$ cat config.mk
export PLATFORM = sky130hd
export DESIGN_NAME = operand_fetch_flat
export DESIGN_NICKNAME = d
export VERILOG_FILES = /design/src/rtl/operand_fetch_pkg.sv /design/src/rtl/operand_fetch_if.sv /design/src/rtl/operand_fetch_scoreboard.sv /design/src/rtl/operand_fetch.sv /design/src/flat_wrapper.sv
export SDC_FILE = /design/constraint.sdc
export NUM_CORES = 1
export LEC_CHECK = 0
export ABC_AREA = 1
export BUFFER_PORTS_ARGS = -buffer_cell sky130_fd_sc_hd__buf_4
export CAP_MARGIN = 20
export CORE_MARGIN = 2
export CORE_UTILIZATION = 46
export DETAILED_ROUTE_END_ITERATION = 7
export PLACE_DENSITY = 0.83
export SKIP_CTS_REPAIR_TIMING = 1
export SLEW_MARGIN = 5
export SYNTH_ARGS = -nofsm -noshare
export SYNTH_HDL_FRONTEND = slang
export SYNTH_SLANG_ARGS = --single-unit
$ cat constraint.sdc
create_clock -name clk -period 1.95 [get_ports clk]
set_clock_uncertainty 0.1 [all_clocks]
set_input_delay 0.0975 -clock clk [delete_from_list [all_inputs] [get_ports clk]]
set_output_delay 0.0975 -clock clk [all_outputs]
set_load 0.02 [all_outputs]
$ cat src/rtl/operand_fetch_pkg.sv
// Shared constants and the operand bundle handed from issue to execute.
// Imported by the scoreboard, the interface and the issue stage top.
package operand_fetch_pkg;

    localparam int DATA_W   = 16;
    localparam int ADDR_W   = 4;
    localparam int OP_W     = 4;
    localparam int NUM_REGS = 1 << ADDR_W;

    typedef logic [DATA_W-1:0]   data_t;
    typedef logic [ADDR_W-1:0]   addr_t;
    typedef logic [OP_W-1:0]     op_t;
    typedef logic [NUM_REGS-1:0] regmask_t;

    typedef struct packed {
        op_t   op;
        addr_t rd;
        logic  wr;
        data_t imm;
        data_t a;
        data_t b;
    } bundle_t;

    function automatic regmask_t onehot(addr_t idx, logic en);
        regmask_t v;
        v = '0;
        if (en) v[idx] = 1'b1;
        return v;
    endfunction

endpackage

$ cat src/rtl/operand_fetch_if.sv
// Decode, register-file, writeback and execute signals of the issue stage.
// master is the surrounding pipeline, slave is operand_fetch.
interface operand_fetch_if;
    import operand_fetch_pkg::*;

    logic  in_valid;
    logic  in_ready;
    op_t   in_op;
    addr_t in_rs_a;
    addr_t in_rs_b;
    addr_t in_rd;
    logic  in_wr;
    data_t in_imm;

    addr_t rf_addr_a;
    addr_t rf_addr_b;
    data_t rf_data_a;
    data_t rf_data_b;

    logic  wb_valid;
    addr_t wb_addr;
    data_t wb_data;

    logic  out_valid;
    logic  out_ready;
    op_t   out_op;
    addr_t out_rd;
    logic  out_wr;
    data_t out_imm;
    data_t out_a;
    data_t out_b;

    modport master (
        output in_valid, in_op, in_rs_a, in_rs_b, in_rd, in_wr, in_imm,
        output rf_data_a, rf_data_b,
        output wb_valid, wb_addr, wb_data,
        output out_ready,
        input  in_ready, rf_addr_a, rf_addr_b,
        input  out_valid, out_op, out_rd, out_wr, out_imm, out_a, out_b
    );

    modport slave (
        input  in_valid, in_op, in_rs_a, in_rs_b, in_rd, in_wr, in_imm,
        input  rf_data_a, rf_data_b,
        input  wb_valid, wb_addr, wb_data,
        input  out_ready,
        output in_ready, rf_addr_a, rf_addr_b,
        output out_valid, out_op, out_rd, out_wr, out_imm, out_a, out_b
    );

endinterface

$ cat src/rtl/operand_fetch_scoreboard.sv
// Pending-writeback tracker: one busy bit per register plus hazard checks.
// A same-cycle writeback clears the hazard and selects the bypass path.
module operand_scoreboard
    import operand_fetch_pkg::*;
(
    input  logic  clk,
    input  logic  rst,
    input  addr_t rs_a,
    input  addr_t rs_b,
    input  addr_t rd,
    input  logic  wr,
    input  logic  set_en,
    input  logic  wb_valid,
    input  addr_t wb_addr,
    output logic  hazard_a,
    output logic  hazard_b,
    output logic  hazard_d,
    output logic  clr_a,
    output logic  clr_b
);

    regmask_t busy;
    regmask_t clr;

    assign clr = onehot(wb_addr, wb_valid);

    assign clr_a    = clr[rs_a];
    assign clr_b    = clr[rs_b];
    assign hazard_a = busy[rs_a] && !clr[rs_a];
    assign hazard_b = busy[rs_b] && !clr[rs_b];
    assign hazard_d = wr && busy[rd] && !clr[rd];

    // Set is applied after clear so a new writer survives an old writeback.
    always_ff @(posedge clk) begin
        if (rst) busy <= '0;
        else     busy <= (busy & ~clr) | onehot(rd, set_en);
    end

endmodule

$ cat src/rtl/operand_fetch.sv
// Issue stage: reads operands, bypasses writeback, stalls on pending
// writers and holds a one-entry bundle for execute.
module operand_fetch
    import operand_fetch_pkg::*;
(
    input  logic           clk,
    input  logic           rst,
    operand_fetch_if.slave bus
);

    logic    hazard_a;
    logic    hazard_b;
    logic    hazard_d;
    logic    clr_a;
    logic    clr_b;
    logic    slot_free;
    logic    accept;
    logic    out_valid_q;
    bundle_t d;
    bundle_t q;

    operand_scoreboard u_sb (
        .clk      (clk),
        .rst      (rst),
        .rs_a     (bus.in_rs_a),
        .rs_b     (bus.in_rs_b),
        .rd       (bus.in_rd),
        .wr       (bus.in_wr),
        .set_en   (accept && bus.in_wr),
        .wb_valid (bus.wb_valid),
        .wb_addr  (bus.wb_addr),
        .hazard_a (hazard_a),
        .hazard_b (hazard_b),
        .hazard_d (hazard_d),
        .clr_a    (clr_a),
        .clr_b    (clr_b)
    );

    assign bus.rf_addr_a = bus.in_rs_a;
    assign bus.rf_addr_b = bus.in_rs_b;

    assign slot_free    = !out_valid_q || bus.out_ready;
    assign bus.in_ready = slot_free && !hazard_a && !hazard_b && !hazard_d;
    assign accept       = bus.in_valid && bus.in_ready;

    always_comb begin
        d     = '0;
        d.op  = bus.in_op;
        d.rd  = bus.in_rd;
        d.wr  = bus.in_wr;
        d.imm = bus.in_imm;
        d.a   = clr_a ? bus.wb_data : bus.rf_data_a;
        d.b   = clr_b ? bus.wb_data : bus.rf_data_b;
    end

    always_ff @(posedge clk) begin
        if (rst) begin
            out_valid_q <= 1'b0;
            q           <= '0;
        end else if (accept) begin
            out_valid_q <= 1'b1;
            q           <= d;
        end else if (bus.out_ready) begin
            out_valid_q <= 1'b0;
        end
    end

    assign bus.out_valid = out_valid_q;
    assign bus.out_op    = q.op;
    assign bus.out_rd    = q.rd;
    assign bus.out_wr    = q.wr;
    assign bus.out_imm   = q.imm;
    assign bus.out_a     = q.a;
    assign bus.out_b     = q.b;

endmodule
$ cat src/flat_wrapper.sv
// flat-port wrapper written by rule: the top's interface ports become plain ports
module operand_fetch_flat import operand_fetch_pkg::*;
  (clk, rst, bus_in_valid, bus_in_op, bus_in_rs_a, bus_in_rs_b, bus_in_rd, bus_in_wr, bus_in_imm, bus_rf_data_a, bus_rf_data_b, bus_wb_valid, bus_wb_addr, bus_wb_data, bus_out_ready, bus_in_ready, bus_rf_addr_a, bus_rf_addr_b, bus_out_valid, bus_out_op, bus_out_rd, bus_out_wr, bus_out_imm, bus_out_a, bus_out_b);
  operand_fetch_if bus_i ();
  input  logic clk;
  input  logic rst;
  input wire logic [$bits(bus_i.in_valid)-1:0] bus_in_valid;
  input wire logic [$bits(bus_i.in_op)-1:0] bus_in_op;
  input wire logic [$bits(bus_i.in_rs_a)-1:0] bus_in_rs_a;
  input wire logic [$bits(bus_i.in_rs_b)-1:0] bus_in_rs_b;
  input wire logic [$bits(bus_i.in_rd)-1:0] bus_in_rd;
  input wire logic [$bits(bus_i.in_wr)-1:0] bus_in_wr;
  input wire logic [$bits(bus_i.in_imm)-1:0] bus_in_imm;
  input wire logic [$bits(bus_i.rf_data_a)-1:0] bus_rf_data_a;
  input wire logic [$bits(bus_i.rf_data_b)-1:0] bus_rf_data_b;
  input wire logic [$bits(bus_i.wb_valid)-1:0] bus_wb_valid;
  input wire logic [$bits(bus_i.wb_addr)-1:0] bus_wb_addr;
  input wire logic [$bits(bus_i.wb_data)-1:0] bus_wb_data;
  input wire logic [$bits(bus_i.out_ready)-1:0] bus_out_ready;
  output wire logic [$bits(bus_i.in_ready)-1:0] bus_in_ready;
  output wire logic [$bits(bus_i.rf_addr_a)-1:0] bus_rf_addr_a;
  output wire logic [$bits(bus_i.rf_addr_b)-1:0] bus_rf_addr_b;
  output wire logic [$bits(bus_i.out_valid)-1:0] bus_out_valid;
  output wire logic [$bits(bus_i.out_op)-1:0] bus_out_op;
  output wire logic [$bits(bus_i.out_rd)-1:0] bus_out_rd;
  output wire logic [$bits(bus_i.out_wr)-1:0] bus_out_wr;
  output wire logic [$bits(bus_i.out_imm)-1:0] bus_out_imm;
  output wire logic [$bits(bus_i.out_a)-1:0] bus_out_a;
  output wire logic [$bits(bus_i.out_b)-1:0] bus_out_b;
  assign bus_i.in_valid = bus_in_valid;
  assign bus_i.in_op = bus_in_op;
  assign bus_i.in_rs_a = bus_in_rs_a;
  assign bus_i.in_rs_b = bus_in_rs_b;
  assign bus_i.in_rd = bus_in_rd;
  assign bus_i.in_wr = bus_in_wr;
  assign bus_i.in_imm = bus_in_imm;
  assign bus_i.rf_data_a = bus_rf_data_a;
  assign bus_i.rf_data_b = bus_rf_data_b;
  assign bus_i.wb_valid = bus_wb_valid;
  assign bus_i.wb_addr = bus_wb_addr;
  assign bus_i.wb_data = bus_wb_data;
  assign bus_i.out_ready = bus_out_ready;
  assign bus_in_ready = bus_i.in_ready;
  assign bus_rf_addr_a = bus_i.rf_addr_a;
  assign bus_rf_addr_b = bus_i.rf_addr_b;
  assign bus_out_valid = bus_i.out_valid;
  assign bus_out_op = bus_i.out_op;
  assign bus_out_rd = bus_i.out_rd;
  assign bus_out_wr = bus_i.out_wr;
  assign bus_out_imm = bus_i.out_imm;
  assign bus_out_a = bus_i.out_a;
  assign bus_out_b = bus_i.out_b;
  operand_fetch u_core (.clk(clk), .rst(rst), .bus(bus_i));
endmodule
==> impl_table.tex, run 1 <==
\begin{tabular}{lr}
\hline
Metric & Value \\
\hline
\multicolumn{2}{l}{\textbf{Logic synthesis}} \\
Most frequent cells after synthesis & 215 x nand2\_1, 136 x nand3\_1, 85 x a21oi\_1 \\
Synthesized instance count & $\sim$700 \\
Async set-or-reset flop fraction in the synthesized netlist & 0\% \\
Post-synthesis instance area & 4444 µm² \\
Most repeated cell in the gate-level netlist after synthesis & nand2\_1 \\
Number of warning messages in the yosys log & 0 \\
Number of distinct library cells after synthesis & 21 \\
Number of enable-type register cells in the synthesized netlist & 0 \\
Post-synth net total & 792 \\
Cell taking the most area after synthesis & dfxtp\_1 \\
Sequential element share of the synthesized area & about a third \\
Post-synthesis average cell area & 6.331 µm² \\
Most common flop cell mapped by yosys & dfxtp\_1 \\
Share of the synthesized area in the top cell type & 33.33\% \\
Number of storage elements in the synthesis netlist & 74 \\
Dominant cells by area after synthesis & dfxtp\_1 33\%, nand2\_1 18\%, nand3\_1 15\%, a21oi\_1 9.6\%, nand3\_2 3.4\% \\
\multicolumn{2}{l}{\textbf{Place}} \\
Placed cell areas & 6036 µm² \\
DP HPWL & approximately 12,000 µm \\
Last weighted congestion value of the routability-driven placer & about 1 \\
Port bufs & 156 \\
Placed Instances & 1,000 \\
\multicolumn{2}{l}{\textbf{Global routing}} \\
Overflow left after global routing & 0 \\
Number of antenna violations at the first check in global routing & 1 \\
Global-route wire length before repair & around 25,000 µm \\
Number of global-route vias before repair & between 5,000 and 6,000 \\
Maximum number of pins on one net before global-route repair & 75 \\
GR Util All Layers & 30.44\% \\
\multicolumn{2}{l}{\textbf{Worst setup path}} \\
Endpoint type of the worst setup path & flip-flop \\
R2R cell count & 11 \\
Startpoint types & flip-flop \\
Arrival time of the worst setup path & 2180 ps \\
Category of the critical setup timing path & flip-flop to flip-flop \\
Critical path required time & about 2100 ps \\
Crit path max fanout & 19 \\
\multicolumn{2}{l}{\textbf{Outcome}} \\
Failing checks & setup timing \\
Result of the run & finished with violations \\
\multicolumn{2}{l}{\textbf{Worst hold path}} \\
Worst hold path stage count & 5 \\
Min-delay worst type & input port to flip-flop \\
\multicolumn{2}{l}{\textbf{Floorplanning}} \\
Die Span X & between 100 and 150 µm \\
Die outline area & 10,460 µm² \\
Placeable core region & between 9000 and 10,000 µm² \\
Floorplan die height & 102.3 µm \\
Starting Density & a little under half \\
Number of primary I/O pins & approximately 160 \\
Floorplan row count & 35 \\
\multicolumn{2}{l}{\textbf{Drt}} \\
Routed wire length per instance & 16.86 µm \\
Via density & around 5.6 \\
DRC viols & 0 \\
Routed vias & between 5,000 and 6,000 \\
Antenna Nets Post-Route & 0 \\
Post-Route WL & about 18,000 µm \\
DRC violation total after the first TritonRoute iteration & about 520 \\
Pre-antenna DRT Iters & 5 \\
\multicolumn{2}{l}{\textbf{Clock network}} \\
CTS tree & done \\
H-tree levels & 3 \\
Clock-pin slew of the registers on the worst-case setup and hold paths & 90 ps \\
Number of clock buffers inserted by TritonCTS & 9 \\
Bufs on Longest Clock Path & 2 \\
Buffer cell driving the clock tree root & clkbuf\_8 \\
Total number of clock tree sinks & 74 \\
Latest clock arrival within the worst-skew pair & between 300 and 400 ps \\
\multicolumn{2}{l}{\textbf{Pwr}} \\
Lkg Pwr & 3.093 nW \\
Power per unit of standard cell area & $\sim$670 nW/µm² \\
Peak supply drop & around 0.00042 V \\
\multicolumn{2}{l}{\textbf{STA}} \\
Post-route fraction of the period consumed by the critical path & 103.0\% \\
Time the final worst path needs with I/O delays and setup & 2009 ps \\
Min setup slack post-route & -59.30 ps \\
Unrepaired setup endpoints after global routing & yes \\
Worst-case hold slack & 28.80 ps \\
Max Transition Viols Final & 0 \\
Fmax & 497.7 MHz \\
Number of endpoints failing setup at the final stage & 2 \\
Final hold violation count & 0 \\
Max-slew headroom & between 40 and 50\% \\
Setup TNS after final layout & -71.14 ps \\
Tightest Pin Transition & 788.7 ps \\
\multicolumn{2}{l}{\textbf{Cells and area}} \\
Final instance count without filler cells & around 1,000 \\
Fraction of layout cells with a size suffix above 1 & roughly a third \\
Final-stage net count & approximately 1,000 \\
Utilization after layout & 71.51\% \\
Area growth, synth to finish & 50.08\% \\
Post-Layout Inst Area & roughly 6700 µm² \\
\multicolumn{2}{l}{\textbf{Flow run}} \\
\# Max-Cap Violations & 0 \\
\hline
\end{tabular}
## metal layers
layer | up-vias | GRT usage, % | part of all wire [%]
met5 | - | 0 | 0
met2 | 332 | 51.77 | 49
li1 | 2767 | - | -
met1 | 2678 | 39.76 | 40
met3 | 59 | 4.856 | 7.8
met4 | 0 | 9.231 | 3.6
## where the power goes
| part | internal (W) | switching [W] |
|---|---|---|
| sequential | 0.00161 | 0.0000616 |
| clock | 0.000721 | 0.000618 |
| combinational | 0.000647 | 0.000835 |
## worst max-delay path, stage by stage (launching register included)
cell and delay (ps):
dfxtp_1 330, inv_2 70, o21ai_0 100, o21ai_1 170, nand4_1 120, nand3_2 100
nand2_2 80, nor2_4 180, buf_4 170, clkbuf_16 190, nand3_1 120, a21oi_1 180
## worst paths after layout
path                              from                    to  slack [ps]
setup / recovery  u_core.u_sb.busy[11]   u_core.bus.out_a[5]         -60
hold / removal         bus_wb_data[11]  u_core.bus.out_b[11]          30
setup reg to reg  u_core.u_sb.busy[11]   u_core.bus.out_a[5]         -60
hold reg to reg    u_core.bus.out_b[4]   u_core.bus.out_b[4]         360
## stage by stage
| stage | setup slack (ps) | total power (W) |
|---|---|---|
| 6_report | -59.30 | 0.004493 |
| 5_1_grt | -178.2 | 0.004681 |
| 4_1_cts | -218.1 | 0.004317 |
| 3_5_place_dp | -330.4 | 0.003003 |
| 3_3_place_gp | -300.9 | 0.002981 |
| 2_1_floorplan | 78.07 | 0.002460 |
## sequential cells by signal (all words and copies together), names as in the netlist
| name | flops |
|---|---|
| u_core.bus.out_imm | 16 |
| u_core.bus.out_valid | 1 |
| u_core.bus.out_a | 16 |
| u_core.u_sb.busy | 16 |
| u_core.bus.out_rd | 4 |
| u_core.bus.out_wr | 1 |
| u_core.bus.out_op | 4 |
| u_core.bus.out_b | 16 |
## layout by cell type, fill, tap and decap left out, types with 2 or more instances in the layout
cell type	Yosys	routed
buf_6	9	3
nand3_2	15	23
clkbuf_16	0	2
bufinv_16	0	2
nand2_2	0	4
dfxtp_1	74	65
dfxtp_2	0	9
inv_1	31	22
nor2_4	1	3
nand3_1	136	128
nand4_1	20	20
dlygate4sd3_1	0	21
inv_2	3	12
a21oi_1	85	82
nor2_1	32	31
buf_4	8	221
o21bai_1	2	2
o21ai_0	23	15
a21oi_2	0	3
nand2_1	215	211
nor2_2	4	3
clkbuf_8	0	9
buf_12	0	5
inv_6	0	2
o21ai_1	0	7
o211ai_1	5	5
## kinds of logic (layout without fill, tap and decap cells)
family / after synthesis / count (layout) / share of synthesized area [%]
other cells: 0 / 1 / 0
flops: 74 / 74 / 33.33
buf+inv: 89 / 303 / 9.910
compound gates: 115 / 115 / 13.34
simple gates: 424 / 424 / 43.41
## layout make-up
type	count	area [µm²]
clock buffer	9	123.9
fill	767	2658
sequential	74	1493
tap	129	161.4
inverter	35	131.4
multi-input combinational	539	2600
clock inverter	6	90.09
timing repair buffer	253	2068
antenna	1	2.502
(Power assumes the default switching activity.)
==> run 2: changes to the inputs <==
Settings changed: RECOVER_POWER from default to 25.
==> run 2 against run 1 <==
  * The flow still finishes with violations (setup timing)
  * Worst setup slack improved by 3.3 ps
  * First-iteration DRC count decreased by 9.3%
  * Non-clock buffer count unchanged
  * Sequential power about the same
  * Flip-flop and latch count unchanged
  * Hold slack improved by 2.3 ps
  * Via count increased by 0.55%
  * Die area unchanged
  * Cell count unchanged
  * Count of clock-buffer cells in the layout unchanged
  * Largest cell class unchanged
==> impl_table.tex, run 2 (synthesized netlist as in run 1, its figures left out) <==
\begin{tabular}{lr}
\hline
Metric & Value \\
\hline
\multicolumn{2}{l}{\textbf{Floorplanning}} \\
Floorplan die height & 102.3 µm (unchanged) \\
Die outline area & 10,460 µm² (unchanged) \\
Placeable core region & 9328 µm² (unchanged) \\
Floorplan row count & 35 (unchanged) \\
Die Span X & 102.3 µm (unchanged) \\
Starting Density & 47.65\% (unchanged) \\
Number of primary I/O pins & 157 (unchanged) \\
\multicolumn{2}{l}{\textbf{Worst hold path}} \\
Hold path startpoint & bus\_wb\_data[11] \\
Endpoint with the worst hold slack & u\_core.bus.out\_b[11] \\
Min-delay worst type & input port to flip-flop \\
Worst hold path stage count & 5 (unchanged) \\
\multicolumn{2}{l}{\textbf{STA}} \\
Time the final worst path needs with I/O delays and setup & 2006 ps (-3.323 ps) \\
Final hold violation count & 0 (unchanged) \\
Min setup slack post-route & -55.98 ps (+3.323 ps) \\
Max-slew headroom & 46.09\% (-1.3 points) \\
Unrepaired setup endpoints after global routing & yes \\
Fmax & 498.5 MHz (+0.17\%) \\
Tightest Pin Transition & 808.7 ps (+20.05 ps) \\
Max Transition Viols Final & 0 (unchanged) \\
Post-route fraction of the period consumed by the critical path & 102.9\% (-0.17 points) \\
Number of endpoints failing setup at the final stage & 2 (unchanged) \\
\multicolumn{2}{l}{\textbf{Global routing}} \\
Global-route wire length before repair & 25,040 µm (unchanged) \\
Number of antenna violations at the first check in global routing & 1 (unchanged) \\
Maximum number of pins on one net before global-route repair & 75 (unchanged) \\
GR Util All Layers & 30.44\% (unchanged) \\
Number of global-route vias before repair & 5,104 (unchanged) \\
Overflow left after global routing & 0 (unchanged) \\
\multicolumn{2}{l}{\textbf{Cells and area}} \\
Fill count & 777 (+1.3\%) \\
Most common library cell in the layout ignoring fill and taps & buf\_4 \\
Final-stage net count & 1,002 (unchanged) \\
Area growth, synth to finish & 49.66\% \\
Area of the multi-input gates & 2600 µm² (unchanged) \\
Post-Layout Inst Area & 6651 µm² (-0.28\%) \\
Storage cell area & 1493 µm² (unchanged) \\
Most frequent cells in the layout & 216 x buf\_4, 211 x nand2\_1, 128 x nand3\_1, 82 x a21oi\_1, 65 x dfxtp\_1 \\
Fraction of layout cells with a size suffix above 1 & 32.86\% (-0.55 points) \\
\multicolumn{2}{l}{\textbf{Outcome}} \\
Failing checks & setup timing \\
Result of the run & finished with violations \\
\multicolumn{2}{l}{\textbf{Drt}} \\
Post-Route WL & 17,610 µm (-0.13\%) \\
DRC violation total after the first TritonRoute iteration & 468 (-9.3\%) \\
Pre-antenna DRT Iters & 5 (unchanged) \\
DRC viols & 0 (unchanged) \\
Via density & 5.610 (+0.55\%) \\
Routed vias & 5,868 (+0.55\%) \\
Routed wire length per instance & 16.84 µm (-0.13\%) \\
Antenna Nets Post-Route & 0 (unchanged) \\
\multicolumn{2}{l}{\textbf{Worst setup path}} \\
Chain of cells forming the critical path & inv\_2 > o21ai\_0 > o21ai\_1 > nand4\_1 > nand3\_2 > nand2\_2 > nor2\_4 > buf\_4 > clkbuf\_16 > nand3\_1 > a21oi\_1 \\
Crit path max fanout & 19 (unchanged) \\
Critical path required time & 2120 ps (about the same) \\
R2R cell count & 11 (unchanged) \\
Buffers and inverters on the worst path & 3 (unchanged) \\
Category of the critical setup timing path & flip-flop to flip-flop \\
Reg2Reg Launch Point & u\_core.u\_sb.busy[11] \\
Arrival time of the worst setup path & 2180 ps (about the same) \\
Startpoint types & flip-flop \\
Longest individual stage delay on the worst path & 330 ps (about the same) \\
Endpoint type of the worst setup path & flip-flop \\
Largest delay share family, worst path & simple AND/OR/NAND/NOR gates \\
Endpoint of the worst-slack reg-to-reg timing path & u\_core.bus.out\_a[5] \\
Slack of the worst reg-to-reg path & -60 ps (about the same) \\
Critical Path Slowest Stage Cell & dfxtp\_1 \\
\multicolumn{2}{l}{\textbf{Place}} \\
DP Worst Slack & -330.4 ps (unchanged) \\
Port bufs & 156 (unchanged) \\
DP HPWL & 12,010 µm (unchanged) \\
Placed cell areas & 6036 µm² (unchanged) \\
Last weighted congestion value of the routability-driven placer & 0.9909 (unchanged) \\
\multicolumn{2}{l}{\textbf{Clock network}} \\
Clock-pin slew of the registers on the worst-case setup and hold paths & 90 ps (about the same) \\
Total number of clock tree sinks & 74 (unchanged) \\
Buffer cell driving the clock tree root & clkbuf\_8 \\
Number of clock buffers inserted by TritonCTS & 9 (unchanged) \\
Latest clock arrival within the worst-skew pair & 350 ps (about the same) \\
H-tree levels & 3 (unchanged) \\
CTS tree & done \\
Bufs on Longest Clock Path & 2 (unchanged) \\
\multicolumn{2}{l}{\textbf{Pwr}} \\
Power per unit of standard cell area & 675.0 nW/µm² (+0.20\%) \\
Lkg Pwr & 3.075 nW (-0.59\%) \\
Peak supply drop & 0.0004166 V (about the same) \\
\multicolumn{2}{l}{\textbf{Flow run}} \\
\# Max-Cap Violations & 0 (unchanged) \\
\hline
\end{tabular}
[run 2: changes by cell type in the layout (fill, tap and decap cells not counted)]
cell / previous run / this run
clkbuf_1: 0 / 5
buf_4: 221 / 216
[run 2: tightest hold or removal path, stage by stage]
cell,delay (ps)
buf_4,110
nand2_1,60
nand2_1,50
nand3_1,70
a21oi_1,60
[run 2: per-stage QoR]
step	setup TNS, ps	std cells	util (%)	total power, W	hold slack, ps
CTS	-240.4	1015	67.00	0.004317	-82.83
detailed placement	-21550	1000	64.71	0.003003	286.8
global placement	-20840	1000	64.71	0.002981	283.9
global route	-4075	1046	71.31	0.004676	33.80
finish	-73.25	1046	71.31	0.004489	31.06
floorplan	0	702	-	0.002460	145.2
[run 2: per-layer routing]
| layer | GRT usage (%) | vias up | wire length, µm |
|---|---|---|---|
| li1 | - | 2763 | - |
| met1 | 39.76 | 2666 | 6799 |
| met2 | 51.77 | 372 | 8629 |
| met3 | 4.856 | 67 | 1481 |
| met4 | 9.231 | 0 | 703 |
| met5 | 0 | - | 0 |
[run 2: worst max-delay path by stage]
stage                         startpoint                    to  cells past startpoint
floorplan                 bus_in_rs_a[0]  u_core.bus.out_b[11]                     15
global placement          bus_wb_addr[2]  u_core.bus.out_op[3]                     13
detailed placement        bus_wb_addr[0]     u_core.bus.out_wr                     17
CTS                 u_core.u_sb.busy[11]          bus_in_ready                      9
global route              bus_wb_addr[0]   u_core.bus.out_a[5]                     14
finish              u_core.u_sb.busy[11]   u_core.bus.out_a[5]                     11
[run 2: layout make-up]
cell class	count	area share (%)
Antenna cell	1	0.03762
Tap cell	129	2.427
Multi-Input combinational cell	539	39.09
Clock inverter	6	1.354
Clock buffer	9	1.862
Sequential cell	74	22.44
Inverter	35	1.975
Timing Repair Buffer	253	30.81
[run 2: power breakdown]
group | internal [W] | leakage [nW] | total, W | switching [W]
logic | 0.000642 | 2.36 | 0.00148 | 0.000834
clock network | 0.000721 | 0.106 | 0.00134 | 0.000621
registers | 0.00161 | 0.608 | 0.00167 | 0.0000616
==> run 3: changes to the inputs <==
--- a/config.mk
+++ b/config.mk
@@ -11,5 +11,6 @@
 export CORE_MARGIN = 2
-export CORE_UTILIZATION = 46
+export CORE_UTILIZATION = 47
+export CTS_BUF_LIST = sky130_fd_sc_hd__clkbuf_8
 export DETAILED_ROUTE_END_ITERATION = 7
-export PLACE_DENSITY = 0.83
+export PLACE_DENSITY = 0.84
 export RECOVER_POWER = 25
--- a/constraint.sdc
+++ b/constraint.sdc
@@ -4,2 +4,2 @@
 set_output_delay 0.0975 -clock clk [all_outputs]
-set_load 0.02 [all_outputs]
+set_load 0.1 [all_outputs]
==> run 3 against run 2 <==
  * Routed wire length increased by 4.5%
  * Count of clock-buffer cells in the layout grew 1
  * Die area fell by 2.0%
  * Non-clock buffer count increased by 3
  * Flip-flop and latch count unchanged
  * The flow still finishes with violations (setup timing)
  * Clock power up 7%
  * Cell count shrank 1.4%
  * Combinational power grew 57%
  * Global-route usage shrank 1.2 points
  * Critical path depth grew 1
  * Maximum frequency is 4.7% lower
  * Final area grew 4.4%
==> impl_table.tex, run 3 (synthesized netlist as in run 1, its figures left out) <==
\begin{tabular}{lr}
\hline
Metric & Value \\
\hline
\multicolumn{2}{l}{\textbf{Worst setup path}} \\
Critical path required time & 2050 ps (-70 ps) \\
Startpoint types & flip-flop \\
Crit path max fanout & 8 (-11) \\
Timing startpoint of the critical path & u\_core.u\_sb.busy[12] \\
Endpoint type of the worst setup path & flip-flop \\
Arrival time of the worst setup path & 2200 ps (+20 ps) \\
Critical Path Slowest Stage Cell & dfxtp\_2 \\
Category of the critical setup timing path & flip-flop to flip-flop \\
Reg2Reg Launch Point & u\_core.u\_sb.busy[12] \\
Chain of cells forming the critical path & nand3\_1 > nand2\_1 > o21bai\_1 > nand4\_1 > nand3\_1 > nand2\_2 > nor2\_4 > buf\_12 > nand2\_8 > clkbuf\_16 > nand2\_2 > a21oi\_1 \\
Longest individual stage delay on the worst path & 370 ps (+40 ps) \\
\multicolumn{2}{l}{\textbf{Drt}} \\
Total length of routed met2 wires & 8589 µm (-0.46\%) \\
Antenna Nets Post-Route & 0 (unchanged) \\
Routed vias & 5,970 (+1.7\%) \\
Post-Route WL & 18,410 µm (+4.5\%) \\
Pre-antenna DRT Iters & 6 (+1) \\
DRC viols & 0 (unchanged) \\
Routed wire length per instance & 17.86 µm (+6.0\%) \\
Detail Route met3 WL & 1996 µm (+35\%) \\
DRC violation total after the first TritonRoute iteration & 642 (+37\%) \\
Via density & 5.790 (+3.2\%) \\
Wire length on met1 & 6902 µm (+1.5\%) \\
Highest signal layer in the routed design & met4 \\
\multicolumn{2}{l}{\textbf{Pwr}} \\
Internal Power & 0.003136 W (+5.5\%) \\
Switch share & 42.36\% (+8.6 points) \\
Switching power summed over all nets & 0.002305 W (+52\%) \\
Peak supply drop & 0.0005167 V (+24\%) \\
Proportion of power drawn by the clock network & 26.2\% (-3.7 points) \\
Power per unit of standard cell area & 783.8 nW/µm² (+16\%) \\
Sequential Power Share & 31.2\% (-6.0 points) \\
Lkg Pwr & 3.220 nW (+4.7\%) \\
Proportion of power drawn by combinational gates & 42.6\% (+9.7 points) \\
Power after layout & 0.005441 W (+21\%) \\
\multicolumn{2}{l}{\textbf{Cells and area}} \\
Most frequent cells in the layout & 210 x buf\_4, 185 x nand2\_1, 132 x nand3\_1, 72 x a21oi\_1, 66 x dfxtp\_1 \\
ANT cells & 0 (-1) \\
Post-Layout Inst Area & 6942 µm² (+4.4\%) \\
Fill count & 652 (-16\%) \\
Area of the multi-input gates & 2775 µm² (+6.7\%) \\
Area growth, synth to finish & 56.19\% \\
Final-stage net count & 1,005 (+0.30\%) \\
Storage cell area & 1491 µm² (about the same) \\
Utilization after layout & 75.48\% (+4.2 points) \\
Fraction of layout cells with a size suffix above 1 & 35.65\% (+2.8 points) \\
Most common library cell in the layout ignoring fill and taps & buf\_4 \\
\multicolumn{2}{l}{\textbf{Global routing}} \\
GR Util All Layers & 29.24\% (-1.2 points) \\
Global-route wire length before repair & 23,990 µm (-4.2\%) \\
Overflow left after global routing & 0 (unchanged) \\
Number of global-route vias before repair & 4,943 (-3.2\%) \\
Number of antenna violations at the first check in global routing & 0 (-1) \\
Maximum number of pins on one net before global-route repair & 75 (unchanged) \\
\multicolumn{2}{l}{\textbf{Floorplanning}} \\
Starting Density & 48.33\% (+0.68 points) \\
Floorplan die height & 101.2 µm (-1.0\%) \\
Number of primary I/O pins & 157 (unchanged) \\
Placeable core region & 9196 µm² (-1.4\%) \\
Die Span X & 101.2 µm (-1.0\%) \\
Floorplan row count & 35 (unchanged) \\
Die outline area & 10,250 µm² (-2.0\%) \\
\multicolumn{2}{l}{\textbf{Flow run}} \\
\# Max-Cap Violations & 0 (unchanged) \\
\multicolumn{2}{l}{\textbf{STA}} \\
Post-route fraction of the period consumed by the critical path & 107.9\% (+5.0 points) \\
Tightest Pin Transition & 1172 ps (+363.2 ps) \\
Number of endpoints failing setup at the final stage & 62 (+60) \\
Setup TNS after final layout & -6640 ps (-6567 ps) \\
Max Transition Viols Final & 0 (unchanged) \\
Time the final worst path needs with I/O delays and setup & 2104 ps (+98.14 ps) \\
Unrepaired setup endpoints after global routing & yes \\
Min setup slack post-route & -154.1 ps (-98.14 ps) \\
Fmax & 475.3 MHz (-4.7\%) \\
Max-slew headroom & 22.21\% (-24 points) \\
Final hold violation count & 0 (unchanged) \\
\multicolumn{2}{l}{\textbf{Clock network}} \\
Total number of clock tree sinks & 74 (unchanged) \\
CTS tree & done \\
Clock-pin slew of the registers on the worst-case setup and hold paths & 80 ps (about the same) \\
Buffer cell driving the clock tree root & clkbuf\_8 \\
Bufs on Longest Clock Path & 2 (unchanged) \\
Number of clock buffers inserted by TritonCTS & 9 (unchanged) \\
H-tree levels & 3 (unchanged) \\
Latest clock arrival within the worst-skew pair & 360 ps (about the same) \\
\multicolumn{2}{l}{\textbf{Worst hold path}} \\
Hold path startpoint & bus\_wb\_data[9] \\
Min-delay worst type & input port to flip-flop \\
\multicolumn{2}{l}{\textbf{Place}} \\
Last weighted congestion value of the routability-driven placer & 1.003 (+1.2\%) \\
DP HPWL & 11,490 µm (-4.3\%) \\
Port bufs & 156 (unchanged) \\
Placed cell areas & 6007 µm² (-0.48\%) \\
DP Worst Slack & -319.0 ps (+11.36 ps) \\
\multicolumn{2}{l}{\textbf{Outcome}} \\
Result of the run & finished with violations \\
Failing checks & setup timing \\
\hline
\end{tabular}
-- run 3: changes by cell type in the layout (fill, tap and decap cells not counted), moves of 6 or more --
cell and change:
a21oi_1 -10, a21oi_2 +10, buf_4 -6, nand2_1 -26, nand2_2 +10, nand2_4 +15
-- run 3: area by class of cell --
class                           instances  area share (%)
Multi-Input combinational cell        539           39.98
Tap cell                              111           2.001
Clock buffer                           10           1.983
Sequential cell                        74           21.49
Clock inverter                          6           1.406
Inverter                               35           1.893
Timing Repair Buffer                  256           31.25
-- run 3: worst paths after layout --
| kind | to | slack [ps] | cells past startpoint |
|---|---|---|---|
| worst max-delay path | u_core.bus.out_op[0] | -150 | 12 |
| worst min-delay path | u_core.bus.out_b[9] | 30 | 5 |
| worst max register to register | u_core.bus.out_op[0] | -150 | 12 |
| worst min register to register | u_core.bus.out_b[2] | 370 | 2 |
-- run 3: metal layers --
metal / vias up / track usage [%]
met2: 453 / 46.00
met1: 2663 / 40.22
li1: 2777 / -
met3: 77 / 4.348
met4: 0 / 11.85
met5: - / 0
-- run 3: power by group through the flow --
stage                     sequential, W  clock [W]  combinational [W]
after floorplan                 0.00238          0           0.000729
after global placement          0.00170          0            0.00194
after detailed placement        0.00170          0            0.00195
after CTS                       0.00167    0.00143            0.00196
after global routing            0.00170    0.00149            0.00241
final                           0.00170    0.00143            0.00232
-- run 3: critical path: cells and delay by family, from the launching register on --
kind | cells | cell delay [ps]
and+or+nand+nor | 8 | 880
buffers and inverters | 2 | 390
DFF | 1 | 370
AOI/OAI and AO/OA | 2 | 210
-- run 3: per-stage QoR --
step,cells,hold WS (ps)
final,1031,26.61
after CTS,997,-86.71
after global placement,981,282.6
after global routing,1031,38.18
after floorplan,702,145.2
after detailed placement,981,287.8
